[src/rtl/gpio_pio_irq_pkg.sv]
// Shared constants for the Avalon-MM parallel I/O block: register map
// offsets and the edge-capture mode enumeration.
package gpio_pio_irq_pkg;

  localparam logic [2:0] ADDR_DATA     = 3'd0;
  localparam logic [2:0] ADDR_DIR      = 3'd1;
  localparam logic [2:0] ADDR_IRQMASK  = 3'd2;
  localparam logic [2:0] ADDR_EDGECAP  = 3'd3;
  localparam logic [2:0] ADDR_OUTSET   = 3'd4;
  localparam logic [2:0] ADDR_OUTCLEAR = 3'd5;

  typedef enum logic [1:0] {
    EDGE_RISING  = 2'd0,
    EDGE_FALLING = 2'd1,
    EDGE_ANY     = 2'd2
  } edge_type_e;

endpackage

[src/rtl/gpio_pio_irq_edge.sv]
// Per-bit input synchroniser, one-cycle delay flop and edge detector,
// vectorised across all WIDTH pins.
module gpio_pio_irq_edge
  import gpio_pio_irq_pkg::*;
#(
  parameter int unsigned WIDTH       = 8,
  parameter int unsigned SYNC_STAGES = 2,
  parameter edge_type_e  EDGE_TYPE   = EDGE_RISING
) (
  input  logic             clk,
  input  logic             reset,
  input  logic [WIDTH-1:0] pin_in,
  output logic [WIDTH-1:0] sync_out,
  output logic [WIDTH-1:0] edge_out
);

  logic [SYNC_STAGES-1:0][WIDTH-1:0] sync_q;
  logic [WIDTH-1:0]                  dly_q;
  logic [SYNC_STAGES:0]              armed_q;
  logic [WIDTH-1:0]                  edge_sel;

  always_ff @(posedge clk or posedge reset) begin
    if (reset) begin
      sync_q  <= '0;
      dly_q   <= '0;
      armed_q <= '0;
    end else begin
      sync_q[0] <= pin_in;
      for (int unsigned i = 1; i < SYNC_STAGES; i++) begin
        sync_q[i] <= sync_q[i-1];
      end
      dly_q   <= sync_q[SYNC_STAGES-1];
      armed_q <= {armed_q[SYNC_STAGES-1:0], 1'b1};
    end
  end

  assign sync_out = sync_q[SYNC_STAGES-1];

  always_comb begin
    edge_sel = '0;
    case (EDGE_TYPE)
      EDGE_RISING:  edge_sel = sync_out & ~dly_q;
      EDGE_FALLING: edge_sel = ~sync_out & dly_q;
      EDGE_ANY:     edge_sel = sync_out ^ dly_q;
      default:      edge_sel = '0;
    endcase
  end

  // Detection waits until the delay flop holds a real post-reset pin sample,
  // so pins held high across reset release do not look like rising edges.
  assign edge_out = armed_q[SYNC_STAGES] ? edge_sel : '0;

endmodule

[src/rtl/gpio_pio_irq.sv]
// Avalon-MM parallel I/O port with per-bit direction, set/clear output
// access, synchronised inputs, edge capture and a masked level interrupt.
module gpio_pio_irq
  import gpio_pio_irq_pkg::*;
#(
  parameter int unsigned      WIDTH       = 8,
  parameter logic [WIDTH-1:0] RESET_VALUE = '0,
  parameter edge_type_e       EDGE_TYPE   = EDGE_RISING,
  parameter int unsigned      SYNC_STAGES = 2
) (
  input  logic             clk,
  input  logic             reset,
  input  logic [2:0]       address,
  input  logic             chipselect,
  input  logic             write_n,
  input  logic [31:0]      writedata,
  input  logic [WIDTH-1:0] in_port,
  output logic [31:0]      readdata,
  output logic [WIDTH-1:0] out_port,
  output logic [WIDTH-1:0] oe_port,
  output logic             irq
);

  logic [WIDTH-1:0] data_out;
  logic [WIDTH-1:0] direction;
  logic [WIDTH-1:0] irqmask;
  logic [WIDTH-1:0] edgecapture;
  logic [WIDTH-1:0] sync_in;
  logic [WIDTH-1:0] edge_det;
  logic [WIDTH-1:0] wd;
  logic [WIDTH-1:0] ec_clear;
  logic [31:0]      rd_next;
  logic             wr_en;
  logic             unused_writedata;

  assign wr_en            = chipselect & ~write_n;
  assign wd               = writedata[WIDTH-1:0];
  assign unused_writedata = ^writedata;
  assign ec_clear         = (wr_en && address == ADDR_EDGECAP) ? wd : '0;

  gpio_pio_irq_edge #(
    .WIDTH       (WIDTH),
    .SYNC_STAGES (SYNC_STAGES),
    .EDGE_TYPE   (EDGE_TYPE)
  ) u_edge (
    .clk      (clk),
    .reset    (reset),
    .pin_in   (in_port),
    .sync_out (sync_in),
    .edge_out (edge_det)
  );

  always_comb begin
    rd_next = '0;
    case (address)
      ADDR_DATA:    rd_next[WIDTH-1:0] = (data_out & direction) | (sync_in & ~direction);
      ADDR_DIR:     rd_next[WIDTH-1:0] = direction;
      ADDR_IRQMASK: rd_next[WIDTH-1:0] = irqmask;
      ADDR_EDGECAP: rd_next[WIDTH-1:0] = edgecapture;
      default:      rd_next = '0;
    endcase
  end

  always_ff @(posedge clk or posedge reset) begin
    if (reset) begin
      data_out    <= RESET_VALUE;
      direction   <= '0;
      irqmask     <= '0;
      edgecapture <= '0;
      readdata    <= '0;
      irq         <= 1'b0;
    end else begin
      if (wr_en) begin
        case (address)
          ADDR_DATA:     data_out  <= wd;
          ADDR_OUTSET:   data_out  <= data_out | wd;
          ADDR_OUTCLEAR: data_out  <= data_out & ~wd;
          ADDR_DIR:      direction <= wd;
          ADDR_IRQMASK:  irqmask   <= wd;
          default:       ;
        endcase
      end
      // A new edge is ORed in after the clear so a coincident set wins.
      edgecapture <= (edgecapture & ~ec_clear) | edge_det;
      irq         <= |(edgecapture & irqmask);
      readdata    <= rd_next;
    end
  end

  assign out_port = data_out;
  assign oe_port  = direction;

endmodule

[config.mk]
export PLATFORM = sky130hd
export DESIGN_NAME = gpio_pio_irq
export DESIGN_NICKNAME = d
export VERILOG_FILES = /design/src/rtl/gpio_pio_irq_pkg.sv /design/src/rtl/gpio_pio_irq_edge.sv /design/src/rtl/gpio_pio_irq.sv
export SDC_FILE = /design/constraint.sdc
export NUM_CORES = 1
export LEC_CHECK = 0
export CORE_ASPECT_RATIO = 1.25
export CORE_MARGIN = 8
export CORE_UTILIZATION = 45
export DETAILED_ROUTE_END_ITERATION = 10
export PLACE_DENSITY = 0.79
export RECOVER_POWER = 100
export SLEW_MARGIN = 10
export SYNTH_ARGS = -nofsm -noshare
export SYNTH_HDL_FRONTEND = slang
export SYNTH_SLANG_ARGS = --single-unit
[constraint.sdc]
create_clock -name clk -period 3 [get_ports clk]
set_input_delay 0.75 -clock clk [delete_from_list [all_inputs] [get_ports clk]]
set_output_delay 0.75 -clock clk [all_outputs]
set_load 0.01 [all_outputs]
==> results.yml <==
timing:
  fin_crit_ns: 2.42
  fin_skew_ns: 0.00450
  tns_ns: 0
  max_slew.worst_pin.slew_ns: 1.02
  fmax_mhz: 414
  rsz0062_at_grt: "no"
  relSlewSlack: 0.322
  finalCritPeriodShare: 0.806
  finalSetupViolations: 0
  final_max_slew_viol_count: 0
  hold_violations: 0
critical_path:
  cpMostUsedCell: "a211oi_1"
  cp-startpoint: "address[0]"
  timing.rr.start: "out_port[0]$_DFFE_PP0P_"
  critPathLaunchType: "input pin"
  cpPeakStageDelay_ns: 0.60
  crit_path_end: "readdata[4]$_DFF_PP0_"
  r2r_cells: 3
  worstPathMaxFanout: 21
  required_ns: 3.18
  worstPathCellList: "dlygate4sd3_1, buf_4, clkbuf_1, nor2_1, a211oi_1, a211oi_1"
  slowest_stage: "dlygate4sd3_1"
  r2r_slack_ns: 1.86
  endpoint_kind: "register"
  critPathArrivalTime_ns: 2.59
  reg2reg_to: "readdata[0]$_DFF_PP0_"
  critPathKind: "in -> reg"
grt:
  globalRouteOverflowTotal: 0
  grt_pass1_wl_um: 10400
  track_usage: 0.142
  grt_max_degree: 45
  antenna_found_initial: 0
  grt_pass1_vias: 2128
routing:
  vias: 1931
  drt-met1-wl_um: 2740
  detail_route.wl_per_cell_um: 16.4
  met3_length_um: 476
  firstDrtPassIters: 4
  vias_per_cell: 5.07
  wirelength_um: 6250
  drtIter0Drc: 185
  ant_nets: 0
  wl_met2_um: 2960
  routed.top_layer: "met4"
  post-route-drc-count: 0
clock_network:
  cts_resized: 0
  clk_path_buf_depth: 2
  tritoncts: "done"
  cts_buffers: 9
  cts_hold_buf: 0
  clkLatencyLatePin_ns: 0.33
  clock-sinks: 68
  post_cts_buffers: 0
  h-tree-depth: 3
  path_clk_slew_ns: 0.07
  clock-root-buffer: "clkbuf_8"
placement:
  io_buffer_count: 47
  post-dp-hpwl_um: 4250
  placed_area_um2: 3400
  place_congestion: 0.809
outcome:
  status: "finished clean"
floorplanning:
  initial_core_util: 0.455
  core_area_um2: 6440
  ios: 96
  num_rows: 33
  dieHeight_um: 106
  chipWidth_um: 88.1
  dieArea_um2: 9360
logic_synthesis:
  syn_area_um2: 2930
  synthCells: 236
  synthFlopType: "dfrtp_1"
  yosysWarnings: 0
  ys_types: 35
  syn_area_per_cell_um2: 12.4
  seq_area_frac_synth: 0.581
  synth_async_sr_flop_share: 1.00
  synth_edf_count: 0
  synth-seq-cells: 68
layout:
  syn_to_final_growth_pct: 23.2
  n_antenna_cell: 0
  final_area_um2: 3610
  drive_above_1_share: 0.0816
  nets: 336
  final_util: 0.560
power:
  p_leak_nw: 1.60
  pwr_density_cell_nw_per_um2: 667
  vdd.ir_drop.worst_mv: 0.329
hold_path:
  hp-class: "reg -> reg"
  min_from: "u_edge.armed_q[1]$_DFF_PP0_"
flow_run:
  maxCapViolCount: 0
routing by layer:
layer	GRT usage	vias to the layer above
met5	0	-
li1	-	895
met3	0.0471	6
met1	0.180	957
met2	0.212	73
met4	0.0667	0
per-stage QoR:
stage          total power (W)  setup WS [ns]  std cells  hold WS [ns]
4_1_cts                0.00248          0.928        381         0.351
3_3_place_gp           0.00154          0.651        365         0.332
6_report               0.00241          0.582        381         0.349
2_1_floorplan          0.00137          0.538        259         0.331
5_1_grt                0.00253          0.438        381         0.354
3_5_place_dp           0.00155          0.606        365         0.336
sequential cells by signal, indices dropped and copies added (netlist names):
register / cells
out_port: 8
u_edge.sync_out: 8
irqmask: 8
u_edge.dly_q: 8
u_edge.sync_q: 8
irq: 1
readdata: 8
edgecapture: 8
oe_port: 8
u_edge.armed_q: 3
layout by cell type, fill, tap and decap left out, types with 11 or more instances in the layout:
cell             count
conb_1              25
mux2i_1             11
dfrtp_1             68
dlygate4sd3_1       36
mux2_1              14
o21ai_1             13
nand2_1             22
clkbuf_8            11
o21ai_0             11
clkdlybuf4s50_1     11
synthesized netlist by cell type (3+ instances only):
master / count / area share
nor2_1: 6 / 0.0077
buf_6: 3 / 0.012
mux2i_1: 11 / 0.038
inv_1: 4 / 0.0051
o21ai_0: 3 / 0.0051
a211o_1: 3 / 0.0090
and3_1: 5 / 0.011
buf_4: 25 / 0.064
mux2_4: 8 / 0.041
a21oi_1: 3 / 0.0051
a211oi_1: 10 / 0.026
a22o_1: 3 / 0.0090
a221o_1: 5 / 0.017
a22oi_1: 4 / 0.010
o21ai_1: 21 / 0.036
mux2_1: 8 / 0.031
dfrtp_1: 68 / 0.58
nand2_1: 21 / 0.027
o21a_1: 5 / 0.013
cell type report:
type                            instances  area [um2]
Fill cell                             565        2830
Sequential cell                        68        1700
Multi-Input combinational cell        152        1010
Timing Repair Buffer                   53         522
Clock buffer                           12         155
Tap cell                               87         109
Clock inverter                          4        95.1
Inverter                                5        18.8
worst max-delay path: cells and delay by family:
kind / cells / cell delay (ns)
buffers and inverters: 3 / 1.38
AO/OA/AOI/OAI: 2 / 0.37
AND/OR/NAND/NOR: 1 / 0.08
cells by family (layout without fill, tap and decap cells):
| kind of cell | Yosys count | count (layout) | synth area share |
|---|---|---|---|
| flip-flops | 68 | 68 | 0.581 |
| AO/OA/AOI/OAI | 58 | 58 | 0.133 |
| AND/OR/NAND/NOR | 42 | 42 | 0.0833 |
| buffers and inverters | 39 | 74 | 0.0906 |
| multiplexers | 27 | 27 | 0.109 |
| other | 2 | 25 | 0.00257 |
worst min-delay path by stage:
stage / cells past startpoint / slack [ns] / to
2_1_floorplan: 0 / 0.33 / u_edge.armed_q[1]$_DFF_PP0_
3_3_place_gp: 0 / 0.33 / u_edge.armed_q[1]$_DFF_PP0_
3_5_place_dp: 0 / 0.34 / u_edge.sync_out[0]$_DFF_PP0_
4_1_cts: 0 / 0.35 / u_edge.sync_out[0]$_DFF_PP0_
5_1_grt: 0 / 0.35 / u_edge.sync_out[6]$_DFF_PP0_
6_report: 0 / 0.35 / u_edge.armed_q[2]$_DFF_PP0_
power breakdown:
| group | switching (W) | internal [W] |
|---|---|---|
| Combinational | 0.000179 | 0.000202 |
| Clock | 0.000324 | 0.000597 |
| Sequential | 0.0000822 | 0.00102 |
No activity file was read; power rests on OpenSTA's default activity.
